**src/rtl/seq_div16by8.sv**
```systemverilog
// seq_div16by8: multi-cycle restoring divider, 2N-bit dividend by N-bit
// divisor, one quotient bit per cycle, MSB first.
//
// Ports:
//   clk, rst            clock, synchronous active-high reset
//   in_valid/in_ready   operand handshake (dividend[2N-1:0], divisor[N-1:0])
//   out_valid/out_ready result handshake
//   quotient, remainder N-bit results, updated only on entering DONE
//   div_by_zero         divisor was zero
//   overflow            true quotient does not fit in N bits
//
// Optional: define DIV_ROUND_EN to add a ROUND cycle that rounds the
// quotient to nearest and reports a signed (two's complement) remainder.

module seq_div16by8 #(
    parameter int N     = 8,
    parameter int CNT_W = 4
) (
    input  logic           clk,
    input  logic           rst,
    input  logic           in_valid,
    output logic           in_ready,
    input  logic [2*N-1:0] dividend,
    input  logic [N-1:0]   divisor,
    output logic           out_valid,
    input  logic           out_ready,
    output logic [N-1:0]   quotient,
    output logic [N-1:0]   remainder,
    output logic           div_by_zero,
    output logic           overflow
);

`ifdef DIV_ROUND_EN
    typedef enum logic [1:0] {IDLE, RUN, DONE, ROUND} state_t;
`else
    typedef enum logic [1:0] {IDLE, RUN, DONE} state_t;
`endif

    state_t state, state_nx;

    // Partial remainder stays strictly below the divisor, so N bits hold it;
    // only the trial value needs the extra bit.
    logic [N-1:0]     r;
    logic [N-1:0]     lo;
    logic [N-1:0]     qw;
    logic [N-1:0]     dvs;
    logic [CNT_W-1:0] cnt;

    logic [N-1:0] hi;
    logic [N:0]   t;
    logic [N:0]   t_sub;
    logic         ge;
    logic [N-1:0] r_nx;
    logic [N-1:0] q_nx;
    logic         last;
    logic         special;

    assign hi      = dividend[2*N-1:N];
    assign special = (divisor == '0) || (hi >= divisor);

    assign t     = {r, lo[N-1]};
    assign t_sub = t - {1'b0, dvs};
    assign ge    = t >= {1'b0, dvs};
    assign r_nx  = ge ? t_sub[N-1:0] : t[N-1:0];
    assign q_nx  = {qw[N-2:0], ge};
    assign last  = cnt == CNT_W'(N - 1);

`ifdef DIV_ROUND_EN
    logic         up;
    logic         q_max;
    assign up    = {r, 1'b0} >= {1'b0, dvs};
    assign q_max = &qw;
`endif

    assign in_ready  = state == IDLE;
    assign out_valid = state == DONE;

    always_comb begin
        state_nx = state;
        unique case (state)
            IDLE: begin
                if (in_valid)
                    state_nx = special ? DONE : RUN;
            end
            RUN: begin
                if (last)
`ifdef DIV_ROUND_EN
                    state_nx = ROUND;
`else
                    state_nx = DONE;
`endif
            end
            DONE: begin
                if (out_ready)
                    state_nx = IDLE;
            end
`ifdef DIV_ROUND_EN
            ROUND: state_nx = DONE;
`endif
            default: state_nx = IDLE;
        endcase
    end

    always_ff @(posedge clk) begin
        if (rst) begin
            state       <= IDLE;
            r           <= '0;
            lo          <= '0;
            qw          <= '0;
            dvs         <= '0;
            cnt         <= '0;
            quotient    <= '0;
            remainder   <= '0;
            div_by_zero <= 1'b0;
            overflow    <= 1'b0;
        end else begin
            state <= state_nx;
            unique case (state)
                IDLE: begin
                    if (in_valid) begin
                        dvs <= divisor;
                        cnt <= '0;
                        if (divisor == '0) begin
                            quotient    <= '1;
                            remainder   <= dividend[N-1:0];
                            div_by_zero <= 1'b1;
                            overflow    <= 1'b0;
                        end else if (hi >= divisor) begin
                            quotient    <= '1;
                            remainder   <= '0;
                            div_by_zero <= 1'b0;
                            overflow    <= 1'b1;
                        end else begin
                            r           <= hi;
                            lo          <= dividend[N-1:0];
                            qw          <= '0;
                            div_by_zero <= 1'b0;
                            overflow    <= 1'b0;
                        end
                    end
                end
                RUN: begin
                    r  <= r_nx;
                    lo <= lo << 1;
                    qw <= q_nx;
                    if (!last)
                        cnt <= cnt + 1'b1;
`ifndef DIV_ROUND_EN
                    if (last) begin
                        quotient  <= q_nx;
                        remainder <= r_nx;
                    end
`endif
                end
`ifdef DIV_ROUND_EN
                ROUND: begin
                    if (up) begin
                        // Saturate rather than wrap the quotient.
                        if (q_max) begin
                            quotient <= qw;
                            overflow <= 1'b1;
                        end else begin
                            quotient <= qw + 1'b1;
                        end
                        remainder <= r - dvs;
                    end else begin
                        quotient  <= qw;
                        remainder <= r;
                    end
                end
`endif
                default: ;
            endcase
        end
    end

endmodule
```
**config.mk**
```make
export PLATFORM = sky130hd
export DESIGN_NAME = seq_div16by8
export DESIGN_NICKNAME = d
export VERILOG_FILES = /design/src/rtl/seq_div16by8.sv
export SDC_FILE = /design/constraint.sdc
export NUM_CORES = 1
export LEC_CHECK = 0
export CORE_MARGIN = 5
export CORE_UTILIZATION = 50
export CTS_CLUSTER_SIZE = 14
export DETAILED_ROUTE_END_ITERATION = 6
export DONT_BUFFER_PORTS = 1
export PLACE_DENSITY_LB_ADDON = 0.3
export REMOVE_ABC_BUFFERS = 1
export SLEW_MARGIN = 10
export SYNTH_ARGS = -nofsm -noshare
export SYNTH_HDL_FRONTEND = slang
export SYNTH_SLANG_ARGS = --single-unit
export TNS_END_PERCENT = 30
```
**constraint.sdc**
```tcl
create_clock -name clk -period 4.9 [get_ports clk]
set_input_delay 0.98 -clock clk [delete_from_list [all_inputs] [get_ports clk]]
set_output_delay 0.98 -clock clk [all_outputs]
set_load 0.05 [all_outputs]
```
==> results of run 1 <==
registers in the layout, summed over array words and instances (netlist names):
signal       cells
qw               7
remainder        8
quotient         8
div_by_zero      1
r                8
cnt              4
overflow         1
dvs              8
lo               8
state            2
layer usage:
| metal | part of all wire (%) | vias up | GRT usage, % |
|---|---|---|---|
| li1 | - | 1245 | - |
| met1 | 45 | 1111 | 25.8 |
| met2 | 44 | 78 | 29.8 |
| met3 | 9.6 | 4 | 5.99 |
| met4 | 0.62 | 0 | 2.97 |
| met5 | 0 | - | 0 |
worst max path at each step:
stage	startpoint	end	slack, ns	cells past startpoint
floorplan	dividend[8]	r[6]$_SDFFE_PP0P_	2.11	9
global placement	dividend[8]	r[6]$_SDFFE_PP0P_	1.95	9
detailed placement	dividend[8]	r[6]$_SDFFE_PP0P_	1.87	9
CTS	dvs[6]$_SDFFE_PP0P_	remainder[2]$_SDFFE_PP0P_	2.14	8
global route	lo[7]$_SDFFE_PP0P_	remainder[2]$_SDFFE_PP0P_	2.00	9
finish	dvs[6]$_SDFFE_PP0P_	remainder[2]$_SDFFE_PP0P_	2.12	8
cell families after synthesis:
kind of cell	after synthesis
simple gates	155
buf+inv	40
flops	55
mux	5
compound gates	83
xor+xnor	4
fa+ha+maj	18
placed cells by master (no fill, tap or decap), drive strengths merged, types with 2 or more instances in the layout:
cell | Yosys | layout
or3 | 3 | 3
and3 | 2 | 2
o21ai | 9 | 9
o21a | 3 | 3
nor4 | 2 | 2
mux2 | 4 | 4
o211ai | 5 | 5
buf | 4 | 2
ha | 17 | 17
o31a | 3 | 3
dfxtp | 55 | 55
inv | 20 | 22
a22oi | 7 | 7
o41ai | 2 | 2
nand3b | 3 | 3
a311oi | 12 | 12
a21oi | 23 | 23
nor3 | 18 | 18
clkbuf | 16 | 5
nand3 | 7 | 7
nand2b | 7 | 7
a221oi | 5 | 5
nand2 | 43 | 43
a21o | 3 | 3
a211oi | 2 | 2
o211a | 2 | 2
xor2 | 3 | 3
nor2b | 6 | 6
a31oi | 2 | 2
nor2 | 60 | 60
through the flow:
stage / hold slack, ns / instance area [um2] / power, mW / cells / setup slack, ns
2_1_floorplan: 0.426 / 2840 / 0.956 / 340 / 2.11
3_3_place_gp: 0.437 / 2950 / 1.04 / 414 / 1.95
3_5_place_dp: 0.441 / 2950 / 1.05 / 414 / 1.87
4_1_cts: 0.457 / 3040 / 1.32 / 422 / 2.14
5_1_grt: 0.482 / 3040 / 1.40 / 422 / 2.00
6_report: 0.454 / 3040 / 1.31 / 422 / 2.12
final cells by class:
cell class,count,area [um2]
Clock buffer,5,68.8
Clock inverter,3,27.5
Fill cell,561,2560
Inverter,20,75.1
Multi-Input combinational cell,265,1670
Sequential cell,55,1100
Tap cell,72,90.1
Timing Repair Buffer,2,15.0
worst min-delay path, delay by kind of cell, from the launching register on:
| kind | cells | cell delay, ns |
|---|---|---|
| simple gates | 1 | 0.05 |
| compound gates | 1 | 0.05 |
| flops | 1 | 0.32 |
where the power goes:
| part | total (mW) | internal, mW | switching, mW |
|---|---|---|---|
| Combinational | 0.428 | 0.181 | 0.247 |
| Sequential | 0.609 | 0.499 | 0.111 |
| Clock | 0.271 | 0.106 | 0.164 |
| Total | 1.31 | 0.786 | 0.522 |
==> results.tsv, run 1 <==
metric	value	unit
postCtsResizedCells	0	
via_per_inst	5.78	
grt-ovfl-total	0	
fp-row-count	27	
drc	0	
synth.distinct_cells	53	
ctsHoldBuffers	0	
fin_nets	395	
relSlewSlack	34.0	%
io-pin-count	48	
reg2reg_depth	8	
cpLargestDelayFamily	compound AO/OA/AOI/OAI gates	
die_area	7490	um2
first_iter_violations	160	
diodes	0	
max_freq	360	MHz
leakagePower	1.21	nW
finalClockSkew	0.00746	ns
min_to	lo[0]$_SDFFE_PP0P_	
syn-cell-area	2930	um2
vdd_drop_max	217	uV
wl_per_cell	16.1	um
drv_slew	0	
synth.top_cell.area_share	37.6	%
worst_path_max_delay_cell	or3b_1	
cp-end-kind	flop	
tns	0	ns
hold_viol_final	0	
coreArea	5610	um2
crit_chain	inv_1 > ha_1 > a21o_1 > a211oi_2 > or3b_1 > mux2_4 > a221oi_1 > nor3_1	
synth_xor_area_share	1.20	%
synth.most_common_cell	nor2_1	
ys_ff_latch	55	
min_period	2.78	ns
fin_crit_sh	56.7	%
ant_nets	0	
clk_latency	0.31	ns
worstHoldPathCells	2	
path_clk_slew	0.11	ns
cp.required	5.10	ns
setup_viol	0	
grt_max_degree	60	
numPortBuffers	0	
htreeDepth	2	
die_x	86.6	um
cap_violations	0	
path_class	flop to flop	
worst-path-buf-inv	1	
yosysWarnings	0	
rsz0062_at_grt	no	
fin_util	54.3	%
hold_path.class	flop to flop	
rr_endpoint	remainder[2]$_SDFFE_PP0P_	
synthMuxAreaShare	2.39	%
reg2reg_setup_slack	2.12	ns
synth_commonest_cells	nor2_1, dfxtp_1, nand2_1, a21oi_1, inv_1	
ys.flop_type	dfxtp_1	
antenna_found_initial	0	
crit_path_max_incr_delay	0.66	ns
grt_pass1_wl	11.4	mm
clock-root-buffer	clkbuf_8	
powerDensity	430	nW/um2
routed_wl	6.81	mm
firstDrtPassIters	4	
globalRouteTotalUtil	18.9	%
synth_top_family_by_area	simple AND/OR/NAND/NOR gates	
die_height	86.6	um
cts_tree	yes	
numCtsBuffers	5	
dpl.hpwl	4.99	mm
netlist_instances	360	
drive_gt1_share	8.00	%
yosys.area_share.simple	24.1	%
synth_area_leaders	dfxtp_1, nor2_1, ha_1	
worstSetupStartpointType	flop	
rr_startpoint	dvs[6]$_SDFFE_PP0P_	
worst_pin_slew	0.989	ns
grt_pass1_vias	2297	
status	finished, final reports clean	
place_congestion	0.847	
start_util	52.3	%
ys_seq_area_share	37.6	%
dr_total_vias	2438	
areaGrowthSynthToFinish	3.80	%
synthArstFlopShare	0	%
synth_fa_ha_area_share	7.94	%
cts_buffer_depth	2	
hold_start	lo[0]$_SDFFE_PP0P_	
cp_max_fo	14	
synth_area_per_cell	8.14	um2
cp.arrival	2.98	ns
yosysTopAreaCell	dfxtp_1	
synth_compound_area_share	21.1	%
cts_sinks	55	
cts_setup_buffers	0	
synth_edf_count	0	
(Power assumes the default switching activity.)
==> run 2, diff against run 1 <==
==> constraint.sdc (replaced) <==
create_clock -name clk -period 2.8 [get_ports clk]
set_input_delay 0.56 -clock clk [delete_from_list [all_inputs] [get_ports clk]]
set_output_delay 0.56 -clock clk [all_outputs]
set_load 0.05 [all_outputs]
==> run 2 against run 1 <==
Effect of this change:
- register-to-register slack worse by 1.8 ns
- sequential share of layout area is 0.50 points lower
- wire length is 3.8% higher
- worst setup slack worse by 1.8 ns
- combinational power is 81% higher
- critical endpoint is now remainder[7]$_SDFFE_PP0P_
- count of clock-buffer cells in the layout stayed put
- maximum frequency is 12% higher
==> results.tsv, run 2 (synthesis results as in run 1) <==
metric	value	unit	change
max_freq	404	MHz	was 360 MHz
die_area	7490	um2	unchanged
diodes	0		unchanged
place_congestion	0.923		was 0.847
path_clk_slew	0.11	ns	about the same
min_period	2.48	ns	was 2.78 ns
coreArea	5610	um2	unchanged
antenna_found_initial	0		unchanged
cp_max_fo	3		was 14
cap_violations	0		unchanged
final_cell_mix	nor2_1, dfxtp_1, nand2_1		unchanged
worst_path_max_delay_cell	dfxtp_1		was or3b_1
io-pin-count	48		unchanged
fin_crit_sh	88.5	%	was 56.7%
cts_sinks	55		unchanged
firstDrtPassIters	4		unchanged
fin_area	3090	um2	was 3040 um2
areaGrowthSynthToFinish	5.25	%	was 3.80%
cts_tree	yes		unchanged
via_per_inst	5.74		was 5.78
path_class	flop to flop		unchanged
setup_viol	0		unchanged
numPortBuffers	0		unchanged
final_common_cell	nor2_1		unchanged
fp-row-count	27		unchanged
worstSetupStartpointType	flop		unchanged
globalRouteTotalUtil	19.3	%	was 18.9%
grt_pass1_wl	11.7	mm	was 11.4 mm
worst_pin_slew	0.878	ns	was 0.989 ns
vdd_drop_max	397	uV	was 217 uV
ant_nets	0		unchanged
crit_path_max_incr_delay	0.41	ns	was 0.66 ns
fin_util	55.0	%	was 54.3%
die_x	86.6	um	unchanged
drc	0		unchanged
start_util	52.3	%	unchanged
numCtsBuffers	5		unchanged
worst-path-buf-inv	1		unchanged
ctsHoldBuffers	0		unchanged
pre_cts_slack	0.187	ns	was 1.87 ns
grt_max_degree	60		unchanged
status	finished, final reports clean		unchanged
hold_start	rst		was lo[0]$_SDFFE_PP0P_
drive_gt1_share	9.83	%	was 8.00%
rsz0062_at_grt	no		unchanged
fin_ws	0.322	ns	was 2.12 ns
die_height	86.6	um	unchanged
dr_total_vias	2456		was 2438
grt-ovfl-total	0		unchanged
worst_path_most_repeated_cell	o31a_1		
tns	0	ns	unchanged
hold_path.class	input pin to flop		was flop to flop
cp-end-kind	flop		unchanged
cpLargestDelayFamily	compound AO/OA/AOI/OAI gates		unchanged
rr_startpoint	dvs[1]$_SDFFE_PP0P_		was dvs[6]$_SDFFE_PP0P_
placed_cell_area	2990	um2	was 2950 um2
hold_viol_final	0		unchanged
dpl.hpwl	5.32	mm	was 4.99 mm
wl_per_cell	16.5	um	was 16.1 um
first_iter_violations	306		was 160
clock-root-buffer	clkbuf_8		unchanged
cp.arrival	2.67	ns	was 2.98 ns
cp.required	3.00	ns	was 5.10 ns
crit_start	dvs[1]$_SDFFE_PP0P_		was dvs[6]$_SDFFE_PP0P_
cts_buffer_depth	2		unchanged
leakagePower	1.24	nW	was 1.21 nW
htreeDepth	2		unchanged
relSlewSlack	41.3	%	was 34.0%
finalClockSkew	0.0116	ns	was 0.00746 ns
routed_wl	7.07	mm	was 6.81 mm
grt_pass1_vias	2346		was 2297
clk_latency	0.31	ns	about the same
drv_slew	0		unchanged
powerDensity	743	nW/um2	was 430 nW/um2
fin_nets	401		was 395
crit_chain	inv_1 > ha_1 > nor2b_1 > o31a_1 > o31a_1 > or3_2 > and3_1 > o21ai_1 > a311oi_1		was inv_1 > ha_1 > a21o_1 > a211oi_2 > or3b_1 > mux2_4 > a221oi_1 > nor3_1
==> run 2: changes by cell type in the layout (fill, tap and decap cells not counted) <==
cell        before  now
or3b_4           0    1
or3b_1           1    0
clkinvlp_4       1    0
clkinv_4         0    1
buf_4            2    8
clkinv_2         0    1
inv_8            1    0
==> run 2: worst reg2reg max path, cell delays in order, from the launching register on <==
cell and delay [ns]:
dfxtp_1 0.41, inv_1 0.07, ha_1 0.30, nor2b_1 0.17, o31a_1 0.27, o31a_1 0.25, or3_2 0.40, and3_1 0.21
o21ai_1 0.19, a311oi_1 0.11
==> run 2: repair_timing <==
| item | CTS | global route |
|---|---|---|
| endpoints found under the setup margin | 0 | 2 |
| gates resized for setup | 0 | 2 |
| setup buffers | 0 | 0 |
==> run 2: cell type report <==
class	count	area, um2
clock inverters	3	22.5
flip-flops and latches	55	1100
well taps	72	90.1
fillers	542	2520
clock buffers	5	68.8
inverters	20	75.1
repair buffers	8	60.1
multi-input cells	265	1670
==> run 2: routing by layer <==
metal / track usage [%] / up-vias / wire [um]
li1: - / 1256 / -
met1: 26.1 / 1118 / 3160
met2: 30.3 / 76 / 3170
met3: 6.46 / 6 / 683
met4: 3.82 / 0 / 53
met5: 0 / - / 0
==> run 2: where the power goes <==
group	leakage [nW]	switching (mW)	total, mW	internal [mW]
Combinational	0.740	0.437	0.776	0.339
Sequential	0.451	0.195	1.07	0.872
Clock	0.0485	0.269	0.448	0.180
==> run 2: final timing paths <==
path | to | slack (ns) | cells after the start
setup / recovery | remainder[7]$_SDFFE_PP0P_ | 0.32 | 9
hold / removal | dvs[4]$_SDFFE_PP0P_ | 0.31 | 1
setup reg to reg | remainder[7]$_SDFFE_PP0P_ | 0.32 | 9
hold reg to reg | lo[0]$_SDFFE_PP0P_ | 0.45 | 2
==> run 2: stage by stage <==
stage | hold WS [ns] | std cells | power (mW)
6_report | 0.310 | 428 | 2.29
5_1_grt | 0.296 | 428 | 2.43
4_1_cts | 0.305 | 428 | 2.30
3_5_place_dp | 0.439 | 420 | 1.85
3_3_place_gp | 0.435 | 420 | 1.83
2_1_floorplan | 0.426 | 340 | 1.67
